File: src/rtl/window_scan_controller.sv
// Serpentine 3x3 window scan controller: fetches pixels from image memory,
// drives the window buffer command interface and hands windows to Sobel.
//
// Ports:
//   clk, n_rst                 clock, async active-low reset
//   start                      begin a frame scan (IDLE only)
//   mem_ren/mem_addr           one-cycle read request, addr = y*IMG_W + x
//   mem_rdata/mem_rvalid       read return
//   start_read/data_r          write one pixel into the window buffer
//   start_shift/shift_direc    shift the buffer (00 load, 01 R, 10 L, 11 down)
//   read_done/shift_done       buffer acknowledges, sampled in pulse cycles
//   win_valid/win_ready        window handshake, origin on win_x/win_y
//   busy, frame_done           scan status
//   proto_err                  sticky missing-acknowledge flag
module window_scan_controller #(
    parameter int IMG_W  = 64,
    parameter int IMG_H  = 64,
    parameter int ADDR_W = 16
) (
    input  logic              clk,
    input  logic              n_rst,
    input  logic              start,
    output logic              mem_ren,
    output logic [ADDR_W-1:0] mem_addr,
    input  logic [7:0]        mem_rdata,
    input  logic              mem_rvalid,
    output logic              start_read,
    output logic              start_shift,
    output logic [1:0]        shift_direc,
    output logic [7:0]        data_r,
    input  logic              read_done,
    input  logic              shift_done,
    output logic              win_valid,
    input  logic              win_ready,
    output logic [7:0]        win_x,
    output logic [7:0]        win_y,
    output logic              busy,
    output logic              frame_done,
    output logic              proto_err
);

    typedef enum logic [2:0] {
        IDLE,
        SHIFT,
        FETCH,
        WAIT_DATA,
        WRITE,
        WIN_OUT,
        DONE
    } state_t;

    localparam logic [1:0]        D_LOAD  = 2'b00;
    localparam logic [1:0]        D_RIGHT = 2'b01;
    localparam logic [1:0]        D_LEFT  = 2'b10;
    localparam logic [1:0]        D_DOWN  = 2'b11;
    localparam logic [ADDR_W-1:0] W_A     = ADDR_W'(IMG_W);
    localparam logic [7:0]        LAST_X  = 8'(IMG_W - 3);
    localparam logic [7:0]        LAST_Y  = 8'(IMG_H - 3);

    state_t      state_q, state_d;
    logic [7:0]  wx_q, wx_d;
    logic [7:0]  wy_q, wy_d;
    logic        dir_q, dir_d;    // 0 = moving right, 1 = moving left
    logic [1:0]  mode_q, mode_d;  // direction code of the current group
    logic [1:0]  k_q, k_d;        // pixel index within a row/column of 3
    logic [1:0]  r_q, r_d;        // row index, initial load only
    logic [7:0]  pix_q, pix_d;
    logic        perr_q, perr_d;

    logic [ADDR_W-1:0] px, py, addr;
    logic              last_pix;
    logic              at_end;

    // Pixel coordinate of the current fetch within the group.
    always_comb begin
        px = ADDR_W'(wx_q);
        py = ADDR_W'(wy_q);
        unique case (mode_q)
            D_LOAD: begin
                px = ADDR_W'(wx_q) + ADDR_W'(k_q);
                py = ADDR_W'(wy_q) + ADDR_W'(r_q);
            end
            D_RIGHT: begin
                px = ADDR_W'(wx_q) + ADDR_W'(3);
                py = ADDR_W'(wy_q) + ADDR_W'(k_q);
            end
            D_LEFT: begin
                px = ADDR_W'(wx_q) - ADDR_W'(1);
                py = ADDR_W'(wy_q) + ADDR_W'(k_q);
            end
            D_DOWN: begin
                px = ADDR_W'(wx_q) + ADDR_W'(k_q);
                py = ADDR_W'(wy_q) + ADDR_W'(3);
            end
            default: ;
        endcase
        addr = py * W_A + px;
    end

    assign last_pix = (k_q == 2'd2) && ((mode_q != D_LOAD) || (r_q == 2'd2));
    assign at_end   = dir_q ? (wx_q == 8'd0) : (wx_q == LAST_X);

    always_comb begin
        state_d = state_q;
        wx_d    = wx_q;
        wy_d    = wy_q;
        dir_d   = dir_q;
        mode_d  = mode_q;
        k_d     = k_q;
        r_d     = r_q;
        pix_d   = pix_q;
        perr_d  = perr_q;
        unique case (state_q)
            IDLE: begin
                if (start) begin
                    wx_d    = '0;
                    wy_d    = '0;
                    dir_d   = 1'b0;
                    mode_d  = D_LOAD;
                    k_d     = '0;
                    r_d     = '0;
                    state_d = FETCH;
                end
            end
            SHIFT: begin
                if (!shift_done) perr_d = 1'b1;
                state_d = FETCH;
            end
            FETCH: state_d = WAIT_DATA;
            WAIT_DATA: begin
                if (mem_rvalid) begin
                    pix_d   = mem_rdata;
                    state_d = WRITE;
                end
            end
            WRITE: begin
                if (!read_done) perr_d = 1'b1;
                if (last_pix) begin
                    state_d = WIN_OUT;
                    // The origin moves only once the new edge is loaded.
                    unique case (mode_q)
                        D_RIGHT: wx_d = wx_q + 8'd1;
                        D_LEFT:  wx_d = wx_q - 8'd1;
                        D_DOWN: begin
                            wy_d  = wy_q + 8'd1;
                            dir_d = ~dir_q;
                        end
                        default: ;
                    endcase
                end else begin
                    state_d = FETCH;
                    if (k_q == 2'd2) begin
                        k_d = '0;
                        r_d = r_q + 2'd1;
                    end else begin
                        k_d = k_q + 2'd1;
                    end
                end
            end
            WIN_OUT: begin
                if (win_ready) begin
                    k_d = '0;
                    r_d = '0;
                    if (!at_end) begin
                        mode_d  = dir_q ? D_LEFT : D_RIGHT;
                        state_d = SHIFT;
                    end else if (wy_q < LAST_Y) begin
                        mode_d  = D_DOWN;
                        state_d = SHIFT;
                    end else begin
                        state_d = DONE;
                    end
                end
            end
            DONE: state_d = IDLE;
            default: state_d = IDLE;
        endcase
    end

    always_ff @(posedge clk or negedge n_rst) begin
        if (!n_rst) begin
            state_q <= IDLE;
            wx_q    <= '0;
            wy_q    <= '0;
            dir_q   <= 1'b0;
            mode_q  <= D_LOAD;
            k_q     <= '0;
            r_q     <= '0;
            pix_q   <= '0;
            perr_q  <= 1'b0;
        end else begin
            state_q <= state_d;
            wx_q    <= wx_d;
            wy_q    <= wy_d;
            dir_q   <= dir_d;
            mode_q  <= mode_d;
            k_q     <= k_d;
            r_q     <= r_d;
            pix_q   <= pix_d;
            perr_q  <= perr_d;
        end
    end

    assign mem_ren     = (state_q == FETCH);
    assign mem_addr    = (state_q == FETCH) ? addr : '0;
    assign start_read  = (state_q == WRITE);
    assign data_r      = (state_q == WRITE) ? pix_q : 8'd0;
    assign start_shift = (state_q == SHIFT);
    assign shift_direc = mode_q;
    assign win_valid   = (state_q == WIN_OUT);
    assign win_x       = wx_q;
    assign win_y       = wy_q;
    assign busy        = (state_q != IDLE) && (state_q != DONE);
    assign frame_done  = (state_q == DONE);
    assign proto_err   = perr_q;

endmodule

File: config.mk
export PLATFORM = sky130hd
export DESIGN_NAME = window_scan_controller
export DESIGN_NICKNAME = d
export VERILOG_FILES = /design/src/rtl/window_scan_controller.sv
export SDC_FILE = /design/constraint.sdc
export NUM_CORES = 1
export LEC_CHECK = 0
export ABC_AREA = 1
export CORE_MARGIN = 2
export CORE_UTILIZATION = 50
export DETAILED_ROUTE_END_ITERATION = 10
export GPL_TIMING_DRIVEN = 0
export MAX_ROUTING_LAYER = met4
export PLACE_DENSITY = 0.89
export SYNTH_ARGS = -nofsm -noshare
export SYNTH_HDL_FRONTEND = slang
export SYNTH_SLANG_ARGS = --single-unit
File: constraint.sdc
create_clock -name clk -period 8.6 [get_ports clk]
set_clock_uncertainty 0.15 [all_clocks]
set_input_delay 1.72 -clock clk [delete_from_list [all_inputs] [get_ports clk]]
set_output_delay 1.72 -clock clk [all_outputs]
set_load 0.005 [all_outputs]
==> flow_summary.json, run 1 <==
{
  "outcome": "finished clean",
  "hp-class": "reg2reg",
  "drv_slew": 0,
  "num-nets-final": 613,
  "holdBufCountCts": 0,
  "cts_buffers": 5,
  "grt_pass1_wl_um": 14000,
  "drc": 0,
  "synth.avg_cell_area_um2": 6.60,
  "cts_setup_buffers": 0,
  "grt_antenna_before_repair": 0,
  "grt-ovfl-total": 0,
  "p_total_mw": 0.672,
  "core_mm2": 0.00635,
  "drive_above_1_share_pct": 5.82,
  "placed_area_mm2": 0.00399,
  "min_path_cells": 2,
  "worst_slew_pin_slew_ns": 0.801,
  "die_x_um": 84.9,
  "cp-start-kind": "flop",
  "synth_edf_count": 0,
  "cts_tree": "built",
  "wl_per_cell_um": 12.7,
  "fin_ws_ns": 2.43,
  "clockBufferDepth": 2,
  "critPathCaptureType": "primary output",
  "n_antenna_cell": 0,
  "grt_max_degree": 36,
  "hold_path_end": "proto_err",
  "period_needed_ns": 6.17,
  "synth_area_mm2": 0.00327,
  "netlist_instances": 496,
  "arrival_ns": 4.30,
  "initial_core_util_pct": 51.5,
  "hp-start": "proto_err",
  "boundaryPins": 64,
  "clk_latency_ns": 0.30,
  "place_worst_setup_slack_ns": 2.79,
  "period_share_pct": 71.7,
  "design_area_mm2": 0.00409,
  "vias": 3489,
  "grt_usage_pct": 23.8,
  "cts_resized": 0,
  "p_leak_nw": 2.02,
  "place.detailed.hpwl_um": 6450,
  "r2r-end": "win_x[5]",
  "drtIter0Drc": 333,
  "gp_congestion": 0.939,
  "dp_cells": 636,
  "synth_seq_cells": 35,
  "r2r_start": "shift_direc[0]",
  "cp_max_fo": 5,
  "yosysWarnings": 0,
  "hold_violations": 0,
  "via_per_inst": 5.42,
  "cts_sinks": 35,
  "synth-seq-area-share_pct": 26.8,
  "dieArea_mm2": 0.00721,
  "clk_pin_slew_ns": 0.08,
  "reg2reg_depth": 8,
  "finalSetupViolCount": 0,
  "irDropWorstVdd_mv": 0.137,
  "async_flop_share_pct": 100,
  "synth_nets": 543,
  "setup.worst_path.class": "reg2out",
  "rows": 29,
  "tns_ns": 0,
  "drt_pass1_iterations": 5,
  "stdcell_count": 644,
  "synthFlopType": "dfrtp_1",
  "clockRootBuffer": "clkbuf_8",
  "reg2reg_slack_ns": 6.15,
  "areaGrowthSynthToFinish_pct": 24.9,
  "rsz0062_at_grt": "false",
  "htreeDepth": 2,
  "drt_wl_total_um": 8150,
  "power.density_mw_per_mm2": 164,
  "num-fill-cells": 549,
  "worstPathRequired_ns": 6.73,
  "yosysUniqueCellTypes": 38,
  "die_h_um": 84.9,
  "grt_pass1_vias": 3255,
  "slew_headroom_pct": 46.6,
  "antenna_left": 0,
  "port_buffers": 63,
  "fmax_mhz": 162,
  "drv_cap": 0
}
worst max-delay path by stage:
stage / slack [ns] / end / cells past startpoint / from
2_1_floorplan: 3.66 / mem_addr[14] / 21 / shift_direc[0]
3_3_place_gp: 2.93 / mem_addr[14] / 22 / shift_direc[0]
3_5_place_dp: 2.79 / mem_addr[14] / 22 / shift_direc[0]
4_1_cts: 2.42 / mem_addr[14] / 22 / shift_direc[0]
5_1_grt: 1.99 / mem_addr[14] / 22 / shift_direc[0]
6_report: 2.43 / mem_addr[14] / 22 / shift_direc[1]
flip-flops by register name, summed over array words and instances (netlist names):
register,flops
dir_q,1
state_q,3
r_q,2
shift_direc,2
proto_err,1
pix_q,8
k_q,2
win_y,8
win_x,8
cells by family (layout without fill, tap and decap cells):
logic type,Yosys count,count (layout),synth area share (%)
compound gates,92,92,15.8
simple gates,240,240,31.6
fa+ha+maj,32,32,13.2
buf+inv,90,161,10.8
xor+xnor,7,7,1.87
flops,35,35,26.8
final cells by class:
class / instances / area, um2 / share of cell area [%]
clock inverter: 3 / 25.0 / 0.612
inverter: 83 / 312 / 7.62
buffer: 7 / 42.5 / 1.04
timing repair buffer: 63 / 626 / 15.3
multi-input combinational: 371 / 2040 / 50.0
clock buffer: 5 / 68.8 / 1.68
tap: 77 / 96.3 / 2.36
sequential: 35 / 876 / 21.4
cell usage after synthesis, types with 2 or more instances:
cell type,number,share of area (%)
ha_1,28,11
o22ai_1,4,0.76
nor2_1,65,7.5
o21ai_0,30,4.6
inv_1,80,9.2
nand2_1,119,14
o21ai_1,9,1.4
or2_2,2,0.38
nor2_4,3,1.0
o21ai_2,4,1.1
a21oi_1,32,4.9
nand4_1,14,2.7
nand3_1,28,4.3
fa_1,4,2.4
o31ai_1,2,0.46
inv_2,3,0.34
dfrtp_1,35,27
xor2_1,6,1.6
nor3_1,4,0.61
a21boi_0,2,0.46
nor2_2,2,0.38
buf_2,4,0.61
metal layers:
layer  GRT usage (%)  vias to the layer above  routed length (um)
met3            3.89                       15                 455
li1                -                     1749                   -
met1            30.6                     1595                3630
met4            3.61                        0                  89
met2            40.4                      130                3980
met5               -                        -                   0
critical path: stages, from the launching register on:
cell             delay (ns)
dfrtp_1                0.45
inv_1                  0.10
ha_1                   0.34
or2_2                  0.13
ha_1                   0.16
inv_1                  0.06
fa_1                   0.41
nor2_1                 0.17
nand3_1                0.11
nand2_1                0.07
nand2_1                0.06
xor2_1                 0.14
ha_1                   0.21
inv_1                  0.08
fa_1                   0.37
inv_1                  0.09
nand3_1                0.07
nand2_1                0.14
nand4_1                0.12
nand3_1                0.10
nand2_1                0.05
nor2_1                 0.08
clkdlybuf4s50_1        0.50
where the power goes:
group          switching (mW)  leakage [nW]  internal, mW
combinational           0.190          1.52         0.132
clock                  0.0678        0.0443        0.0579
sequential             0.0264         0.450         0.197
total                   0.284          2.02         0.388
per-stage QoR:
stage | util (%) | hold slack [ns]
2_1_floorplan | - | 0.303
3_3_place_gp | 63.0 | 0.314
3_5_place_dp | 62.9 | 0.324
4_1_cts | 64.4 | 0.344
5_1_grt | 64.4 | 0.378
6_report | 64.4 | 0.343
cell usage in the layout (no fill, tap or decap), types with 2 or more instances in the layout:
cell type,synthesis,routed
o21ai_0,30,30
nand3_1,28,28
a21oi_1,32,32
nand2_1,119,119
o31ai_1,2,2
o22ai_1,4,4
a21boi_0,2,2
nand4_1,14,14
fa_1,4,4
o21ai_2,4,4
nor2_2,2,2
o21ai_1,9,9
nor2_1,65,65
clkbuf_8,0,5
inv_2,3,3
clkinv_4,0,2
or2_2,2,2
dfrtp_1,35,35
nor3_1,4,4
clkdlybuf4s50_1,0,62
ha_1,28,28
buf_2,4,5
nor2_4,3,3
xor2_1,6,6
inv_1,80,80
No activity file was read; power rests on OpenSTA's default activity.
==> inputs of run 2 (changes only) <==
clock period = 5.8 ns   (was 8.6 ns; I/O delays follow)
==> flow_summary.json, run 2 (synthesis gave the netlist of run 1 again) <==
{
  "place_worst_setup_slack_ns": 0.554,
  "highest_layer": "met4",
  "drtIter0Drc": 336,
  "dp_cells": 636,
  "layout_common_cells": "nand2_1, inv_1, nor2_1",
  "reg2reg_slack_ns": 3.37,
  "grt_antenna_before_repair": 0,
  "grt_max_degree": 36,
  "die_h_um": 84.9,
  "initial_core_util_pct": 51.5,
  "finalSetupViolCount": 0,
  "path_cells": "inv_1 -> ha_1 -> or2_2 -> ha_1 -> inv_1 -> fa_2 -> nor2_2 -> nand3_1 -> nand2_1 -> nand2_1 -> xor2_1 -> ha_2 -> inv_1 -> fa_1 -> inv_1 -> nand3_1 -> nand2_2 -> nand4_1 -> nand3_1 -> nand2_1 -> nor2_1 -> clkdlybuf4s50_1",
  "rows": 29,
  "tns_ns": 0,
  "critPathCaptureType": "primary output",
  "p_leak_nw": 2.02,
  "outcome": "finished clean",
  "cts_tree": "built",
  "worst_slew_pin_slew_ns": 0.798,
  "place.detailed.hpwl_um": 6450,
  "cpMostUsedCell": "inv_1",
  "clockRootBuffer": "clkbuf_8",
  "grt_pass1_vias": 3255,
  "holdBufCountCts": 0,
  "fin_ws_ns": 0.369,
  "setup.worst_path.class": "reg2out",
  "power.density_mw_per_mm2": 244,
  "num-nets-final": 615,
  "irDropWorstVdd_mv": 0.204,
  "cp_max_fo": 4,
  "drt-met1-wl_um": 3630,
  "vias": 3526,
  "fin_hold_ws_ns": 0.343,
  "htreeDepth": 2,
  "drv_slew": 0,
  "cp_top_family": "adder cells",
  "drive_above_1_share_pct": 7.03,
  "grt_pass1_wl_um": 14000,
  "grt_usage_pct": 23.8,
  "via_per_inst": 5.46,
  "boundaryPins": 64,
  "clk_pin_slew_ns": 0.08,
  "period_needed_ns": 5.43,
  "dieArea_mm2": 0.00721,
  "areaGrowthSynthToFinish_pct": 25.7,
  "post-route-util_pct": 64.8,
  "n_antenna_cell": 0,
  "wl_met2_um": 4000,
  "stdcell_count": 646,
  "r2r_start": "shift_direc[0]",
  "cts_sinks": 35,
  "critPathSlowestCell": "clkdlybuf4s50_1",
  "clk_latency_ns": 0.30,
  "rsz0062_at_grt": "false",
  "min_path_cells": 2,
  "cts_buffers": 5,
  "grt-ovfl-total": 0,
  "drt_wl_total_um": 8200,
  "crit_path_end": "mem_addr[14]",
  "worstPathRequired_ns": 4.49,
  "hold_violations": 0,
  "drc": 0,
  "wl_per_cell_um": 12.7,
  "gp_congestion": 0.939,
  "clockBufferDepth": 2,
  "antenna_left": 0,
  "reg2reg_depth": 8,
  "slew_headroom_pct": 46.8,
  "critPathMaxStageDelay_ns": 0.50,
  "drt_pass1_iterations": 5,
  "cp.depth": 22,
  "die_x_um": 84.9,
  "period_share_pct": 93.6,
  "wl_met3_um": 494,
  "port_buffers": 63,
  "hp-class": "reg2reg",
  "drv_cap": 0,
  "final_common_cell": "nand2_1",
  "arrival_ns": 4.12,
  "path_buf_inv": 5,
  "cp-start-kind": "flop",
  "fmax_mhz": 184,
  "r2r-end": "win_x[5]",
  "startpoint": "shift_direc[1]",
  "core_mm2": 0.00635
}
==> run 2: stage by stage <==
step	power [mW]	area [um2]
finish	1.00	4110
global route	1.08	4110
CTS	0.999	4090
detailed placement	0.809	3990
global placement	0.798	4000
floorplan	0.628	3270
==> run 2: worst min path at each step <==
stage	from	endpoint	slack [ns]
after global routing	proto_err	proto_err	0.38
after global placement	proto_err	proto_err	0.31
after floorplan	r_q[0]	r_q[0]	0.30
after detailed placement	proto_err	proto_err	0.32
final	proto_err	proto_err	0.34
after CTS	proto_err	proto_err	0.34
==> run 2: final cells by class <==
type	instances	area (um2)
fillers	541	2240
multi-input cells	371	2050
flip-flops and latches	35	877
repair buffers	65	641
inverters	83	312
well taps	77	96.3
clock buffers	5	68.8
plain buffers	7	42.5
clock inverters	3	25.0
==> run 2: where the power goes <==
group,switching [mW],internal [mW],leakage (nW),total [mW]
Clock,0.101,0.0859,0.0443,0.186
Sequential,0.0383,0.293,0.448,0.331
Combinational,0.285,0.199,1.53,0.484
==> run 2: timing repair <==
| action | in CTS | in global routing |
|---|---|---|
| buffers inserted | 0 | 2 |
| resized for setup | 0 | 5 |
| setup endpoints to repair | 0 | 4 |
==> run 2: worst min-delay path, delay by kind of cell, from the launching register on <==
| family | cells | cell delay, ns |
|---|---|---|
| buffers and inverters | 1 | 0.04 |
| AOI/OAI and AO/OA | 1 | 0.05 |
| DFF | 1 | 0.36 |
==> run 2: per-layer routing <==
layer / GRT usage, % / vias to the layer above
li1: - / 1750
met1: 30.6 / 1630
met2: 40.4 / 133
met3: 3.89 / 13
met4: 3.61 / 0
met5: - / -
==> inputs of run 3 (changes only) <==
HOLD_SLACK_MARGIN = 0.1   (was default)
==> results of run 3 <==
Same layout as run 2: the final DEF is identical, and so are final timing and power.
